**config.mk**
```make
export PLATFORM = sky130hd
export DESIGN_NAME = sdram_wr_burst_ctrl
export DESIGN_NICKNAME = d
export VERILOG_FILES = /design/src/rtl/sdram_wr_burst_ctrl.sv
export SDC_FILE = /design/constraint.sdc
export NUM_CORES = 1
export LEC_CHECK = 0
export BUFFER_PORTS_ARGS = -buffer_cell sky130_fd_sc_hd__buf_2
export CORE_MARGIN = 3
export CORE_UTILIZATION = 45
export DETAILED_ROUTE_END_ITERATION = 12
export GPL_ROUTABILITY_DRIVEN = 0
export GPL_TIMING_DRIVEN = 0
export PLACE_DENSITY = 0.69
export RECOVER_POWER = 25
export SLEW_MARGIN = 25
export SYNTH_ARGS = -nofsm -noshare
export SYNTH_HDL_FRONTEND = slang
export SYNTH_SLANG_ARGS = --single-unit
```
**constraint.sdc**
```tcl
create_clock -name clk -period 6.4 [get_ports clk]
set_clock_uncertainty 0.2 [all_clocks]
set_input_delay 0.64 -clock clk [delete_from_list [all_inputs] [get_ports clk]]
set_output_delay 0.64 -clock clk [all_outputs]
set_load 0.05 [all_outputs]
```
**src/rtl/sdram_wr_burst_ctrl.sv**
```systemverilog
// Purpose : drain the SDRAM write-path FIFO into fixed-length write bursts at a wrapping word address.
// Latency : fifo_rd_en -> word staged 1 cycle; sdram_wr_data_req -> sdram_wr_data 1 cycle.
// Backpr. : FIFO popped only when non-empty and a stage slot is free; the burst request is held until
//           sdram_wr_ack; beats are paced solely by sdram_wr_data_req.
//
// Ports:
//   clk, rst_n                  single clock (FIFO rd_clk domain), synchronous active-low reset
//   fifo_rd_en / fifo_rd_data   FIFO pop strobe; read data valid the cycle after the pop
//   fifo_empty                  FIFO empty flag
//   flush                       level; issue a partial burst of whatever is staged
//   sdram_wr_req/ack            burst request (held) / single-cycle accept
//   sdram_wr_addr/len           burst start word address and length, stable while requesting
//   sdram_wr_data_req/data      per-beat pull strobe / registered beat data
//   burst_done                  one-cycle pulse on the cycle the last beat is valid
//   busy                        controller is not idle
module sdram_wr_burst_ctrl #(
  parameter int unsigned BURST_LEN = 8,
  parameter int unsigned ADDR_W    = 24,
  parameter int unsigned BASE_ADDR = 0,
  parameter int unsigned END_ADDR  = 24'h100000
) (
  input  logic              clk,
  input  logic              rst_n,
  output logic              fifo_rd_en,
  input  logic [31:0]       fifo_rd_data,
  input  logic              fifo_empty,
  input  logic              flush,
  output logic              sdram_wr_req,
  input  logic              sdram_wr_ack,
  output logic [ADDR_W-1:0] sdram_wr_addr,
  output logic [3:0]        sdram_wr_len,
  input  logic              sdram_wr_data_req,
  output logic [31:0]       sdram_wr_data,
  output logic              burst_done,
  output logic              busy
);

  // Stage index width; at least one bit so a 1-word burst still has a legal index.
  localparam int unsigned LP_IW    = (BURST_LEN > 1) ? $clog2(BURST_LEN) : 1;
  localparam int unsigned LP_DEPTH = 1 << LP_IW;

  localparam logic [3:0]        LP_BL   = 4'(BURST_LEN);
  localparam logic [ADDR_W-1:0] LP_BASE = ADDR_W'(BASE_ADDR);
  localparam logic [ADDR_W:0]   LP_END  = (ADDR_W+1)'(END_ADDR);

  typedef enum logic [1:0] {
    S_IDLE,
    S_FILL,
    S_REQ,
    S_XFER
  } state_t;

  state_t            r_state;
  logic [3:0]        r_staged;   // words captured into the stage buffer
  logic [3:0]        r_issued;   // FIFO pops issued for this burst
  logic [3:0]        r_beat;     // beats already driven to the engine
  logic [3:0]        r_len;
  logic              r_rd_pend;  // a pop was issued last cycle; its data arrives now
  logic [ADDR_W-1:0] r_addr;
  logic              r_req;
  logic              r_done;
  logic [31:0]       r_data;
  logic [31:0]       r_stage [LP_DEPTH];

  logic              w_full;
  logic              w_flush_go;
  logic              w_rd_en;
  logic [ADDR_W:0]   w_addr_sum;

  assign w_full = (r_staged == LP_BL);

  // A flush is taken only with no read in flight (staged==issued), so no popped
  // word can be lost when leaving FILL. A full buffer takes priority.
  assign w_flush_go = flush && (r_staged != 4'd0) && (r_staged == r_issued) && !w_full;

  // The pop strobe is decoded from the live empty flag rather than registered:
  // a registered strobe would act on a stale flag and could pop an empty FIFO.
  // It is also suppressed on the flush cycle so nothing is popped as FILL is left.
  assign w_rd_en = (r_state == S_FILL) && !fifo_empty && (r_issued < LP_BL) && !w_flush_go;

  // Wrap check on the full ADDR_W+1-bit sum, before truncation.
  assign w_addr_sum = {1'b0, r_addr} + (ADDR_W+1)'(r_len);

  always_ff @(posedge clk) begin
    if (!rst_n) begin
      r_state   <= S_IDLE;
      r_staged  <= 4'd0;
      r_issued  <= 4'd0;
      r_beat    <= 4'd0;
      r_len     <= 4'd0;
      r_rd_pend <= 1'b0;
      r_addr    <= LP_BASE;
      r_req     <= 1'b0;
      r_done    <= 1'b0;
      r_data    <= 32'd0;
    end else begin
      r_done    <= 1'b0;
      r_rd_pend <= w_rd_en;
      case (r_state)
        S_IDLE: begin
          if (!fifo_empty) begin
            r_state <= S_FILL;
          end
        end

        S_FILL: begin
          if (w_rd_en) begin
            r_issued <= r_issued + 4'd1;
          end
          if (r_rd_pend) begin
            r_staged <= r_staged + 4'd1;
          end
          if (w_full) begin
            r_len   <= LP_BL;
            r_req   <= 1'b1;
            r_state <= S_REQ;
          end else if (w_flush_go) begin
            r_len   <= r_staged;
            r_req   <= 1'b1;
            r_state <= S_REQ;
          end
        end

        S_REQ: begin
          if (sdram_wr_ack) begin
            r_req   <= 1'b0;
            r_beat  <= 4'd0;
            r_state <= S_XFER;
          end
        end

        S_XFER: begin
          if (sdram_wr_data_req && (r_beat < r_len)) begin
            r_data <= r_stage[r_beat[LP_IW-1:0]];
            r_beat <= r_beat + 4'd1;
            if ((r_beat + 4'd1) == r_len) begin
              // Last beat: close the burst and advance the address by the
              // actual length; a straddling burst wraps only after it is sent.
              r_done   <= 1'b1;
              r_staged <= 4'd0;
              r_issued <= 4'd0;
              r_state  <= S_IDLE;
              if (w_addr_sum >= LP_END) begin
                r_addr <= LP_BASE;
              end else begin
                r_addr <= w_addr_sum[ADDR_W-1:0];
              end
            end
          end
        end

        default: r_state <= S_IDLE;
      endcase
    end
  end

  // Stage buffer holds payload only; it needs no reset because r_staged
  // gates what is ever read back out.
  always_ff @(posedge clk) begin
    if (r_rd_pend) begin
      r_stage[r_staged[LP_IW-1:0]] <= fifo_rd_data;
    end
  end

  assign fifo_rd_en    = w_rd_en;
  assign sdram_wr_req  = r_req;
  assign sdram_wr_addr = r_addr;
  assign sdram_wr_len  = r_len;
  assign sdram_wr_data = r_data;
  assign burst_done    = r_done;
  assign busy          = (r_state != S_IDLE);

endmodule

```
==> metrics.txt <==
worst hold slack=0.2016 ns; Worst-Margin Slew=0.9382 ns; Area growth syn-to-layout=18.06%; Post-Syn Nets=874; DRC viols=0; Hold Vio Cnt, Final=0; first-pass GRT wire length=47820 um; row cnt=62; clk_lat worst skew=0.53 ns; Setup TNS Final=0 ns; met2 GRT Util=0.3170; Worst-path clk slew=0.06 ns; GRT Max-Usage Layer=met2; diode count=0; Critical path origin=r_beat[0]; Die ar.=32210 sq um; Yosys reg bits=333; WL/cell=21.91 um; Final Critical Period=3.789 ns; routed wire length=30370 um; status=finished clean; f_max=263.9 MHz; Max Root-Sink Buffers=3; core area=29170 sq um; worst slack, placed=2.560 ns; worst vdd ir=238.3 uV; grt met3 use=0.03375; Port-buffer cells=101; Starting Density=0.4643; Post-synth EDFFs=256; post-DP HPWL=20270 um; reg-to-reg critical path startpoint=r_beat[0]; die height=179.5 um; Mean Syn Cell Area=16.56 sq um; RSZ-0062 raised after global routing=false; via count=7859; crit path max-delay cell type=buf_1; Num CTS Buffers=35; Static Leak=5.212 nW; post-synthesis sequential area ratio=0.6814; CP max FO=10; total gr overflow=0; clk root buf=clkbuf_16; Worst Hold Class=in2reg; post-route ant nets=0; Final Util=0.5482; kind of critical path=reg2reg; # hold bufs at CTS=0; number of global-route vias before repair=8150; Worst Min Path Start=fifo_rd_data[3]; Rel. slew slack=0.3745; Buf+Inv Stages, Crit Path=5; Tcrit/Tclk final=0.5920; Synth Warn #=0; layout cell share with drive strength beyond 1=0.2645; slowest stage delay, CP=0.65 ns; CP Capture Type=flip-flop; initial antenna violation count=1; routed vias/inst=5.670; most common cell after layout, fill and taps aside=edfxtp_1; most frequent cells in the layout=edfxtp_1, buf_2, dfxtp_1; startpoint class of the critical path=flip-flop; CP top delay family=buffers and inverters; fin nets=1031; final setup fails=0; GRT Util Overall=0.1881; ys async rst share=0; Post-Layout Cell Count=1386; crit path cell chain=buf_1 > buf_2 > inv_1 > ha_1 > nor2b_1 > o31ai_1 > nand4b_1 > buf_1 > or2_1 > buf_2 > nand2_1 > a31oi_1; final worst slack=2.611 ns; CTS tree=done; H-tree Lvls=2; placed insts=1322; Synth Cell Area=13540 sq um; post-CTS setup buffer count=0; Worst Path Required=6.65 ns; ys flop type=edfxtp_1; Die Span X=179.5 um; largest net degree at the start of global routing=18; I/O pin cnt=102; Sink Count=333; max-cap viol count=0; synthesized instance count=818; post-CTS sizing=0; 1st-iter DRT viols=683; fin. max-slew vios=0; WP data arrival=4.04 ns; met1 Usage GRT=0.2575; PwrDens=285.7 nW/um^2; DRT Pass-1 Iters=5; count of cell types in the netlist=68
[registers in the layout, summed over array words and instances (netlist names)]
name,cells
sdram_wr_data,32
r_state,2
r_issued,4
r_rd_pend,1
burst_done,1
r_beat,4
sdram_wr_addr,24
sdram_wr_len,4
r_staged,4
r_stage,256
sdram_wr_req,1
[worst paths after layout]
path,to,slack (ns),depth (start not counted)
max,sdram_wr_addr[6],2.61,12
min,r_stage[5][3],0.20,1
max reg2reg,sdram_wr_addr[6],2.61,12
min reg2reg,sdram_wr_addr[2],0.29,2
[Yosys cell counts (3+ instances only)]
| master | n | area share |
|---|---|---|
| o21a_1 | 4 | 0.0022 |
| buf_1 | 9 | 0.0025 |
| and4_1 | 3 | 0.0019 |
| nand3_1 | 19 | 0.0070 |
| and3_1 | 5 | 0.0023 |
| and2_1 | 3 | 0.0014 |
| nor2b_1 | 3 | 0.0014 |
| nand2b_1 | 3 | 0.0014 |
| buf_2 | 8 | 0.0030 |
| clkbuf_1 | 26 | 0.0072 |
| o221ai_1 | 3 | 0.0019 |
| xnor2_1 | 18 | 0.012 |
| a211oi_1 | 35 | 0.019 |
| edfxtp_1 | 256 | 0.57 |
| nor4_1 | 3 | 0.0014 |
| inv_1 | 16 | 0.0044 |
| o21ai_0 | 4 | 0.0015 |
| nor2_1 | 60 | 0.017 |
| o21ai_1 | 10 | 0.0037 |
| ha_1 | 17 | 0.016 |
| nand2_1 | 28 | 0.0078 |
| buf_6 | 3 | 0.0025 |
| nor4_2 | 9 | 0.0083 |
| nand4_1 | 8 | 0.0037 |
| nor3_1 | 4 | 0.0015 |
| a211oi_2 | 10 | 0.0092 |
| a21oi_1 | 16 | 0.0059 |
| mux2i_1 | 36 | 0.027 |
| inv_2 | 3 | 0.00083 |
| mux4_2 | 64 | 0.11 |
| dfxtp_1 | 77 | 0.11 |
| o31ai_1 | 4 | 0.0022 |
[metal layers]
metal	vias to the layer above	part of all wire
met5	-	0.00036
met3	42	0.052
met2	247	0.50
met4	2	0.018
li1	3557	-
met1	4011	0.43
[through the flow]
step	total power, mW	instance area (sq um)
CTS	4.605	16020
global placement	2.655	14530
finish	4.567	15990
floorplan	2.574	13540
global route	4.722	15990
detailed placement	2.665	14910
[worst register-to-register path, stage by stage, from the launching register on]
cell	delay [ns]
dfxtp_1	0.38
buf_1	0.51
buf_2	0.50
inv_1	0.15
ha_1	0.21
nor2b_1	0.11
o31ai_1	0.09
nand4b_1	0.12
buf_1	0.65
or2_1	0.32
buf_2	0.27
nand2_1	0.08
a31oi_1	0.13
[power breakdown]
group	switching, mW	internal, mW	total, mW
sequential	0.0155	2.36	2.37
combinational	0.170	0.0784	0.248
clock	0.818	1.13	1.95
[final cells by class]
class                   instances  area (sq um)
clock buffers                  54         997.2
inverters                      19         71.32
well taps                     384         480.5
flip-flops and latches        333          9229
fillers                      2373         13180
clock inverters                10         116.4
plain buffers                  47         212.7
multi-input cells             419          4085
repair buffers                120         797.0
[logic make-up after synthesis]
logic type / count (synthesis) / synth area share
xor+xnor: 21 / 0.01414
buf+inv: 66 / 0.02097
compound gates: 109 / 0.06236
simple gates: 170 / 0.07003
flops: 333 / 0.6814
fa+ha+maj: 18 / 0.01718
mux: 101 / 0.1339
Note: power is estimated with default switching activity, not from simulation.
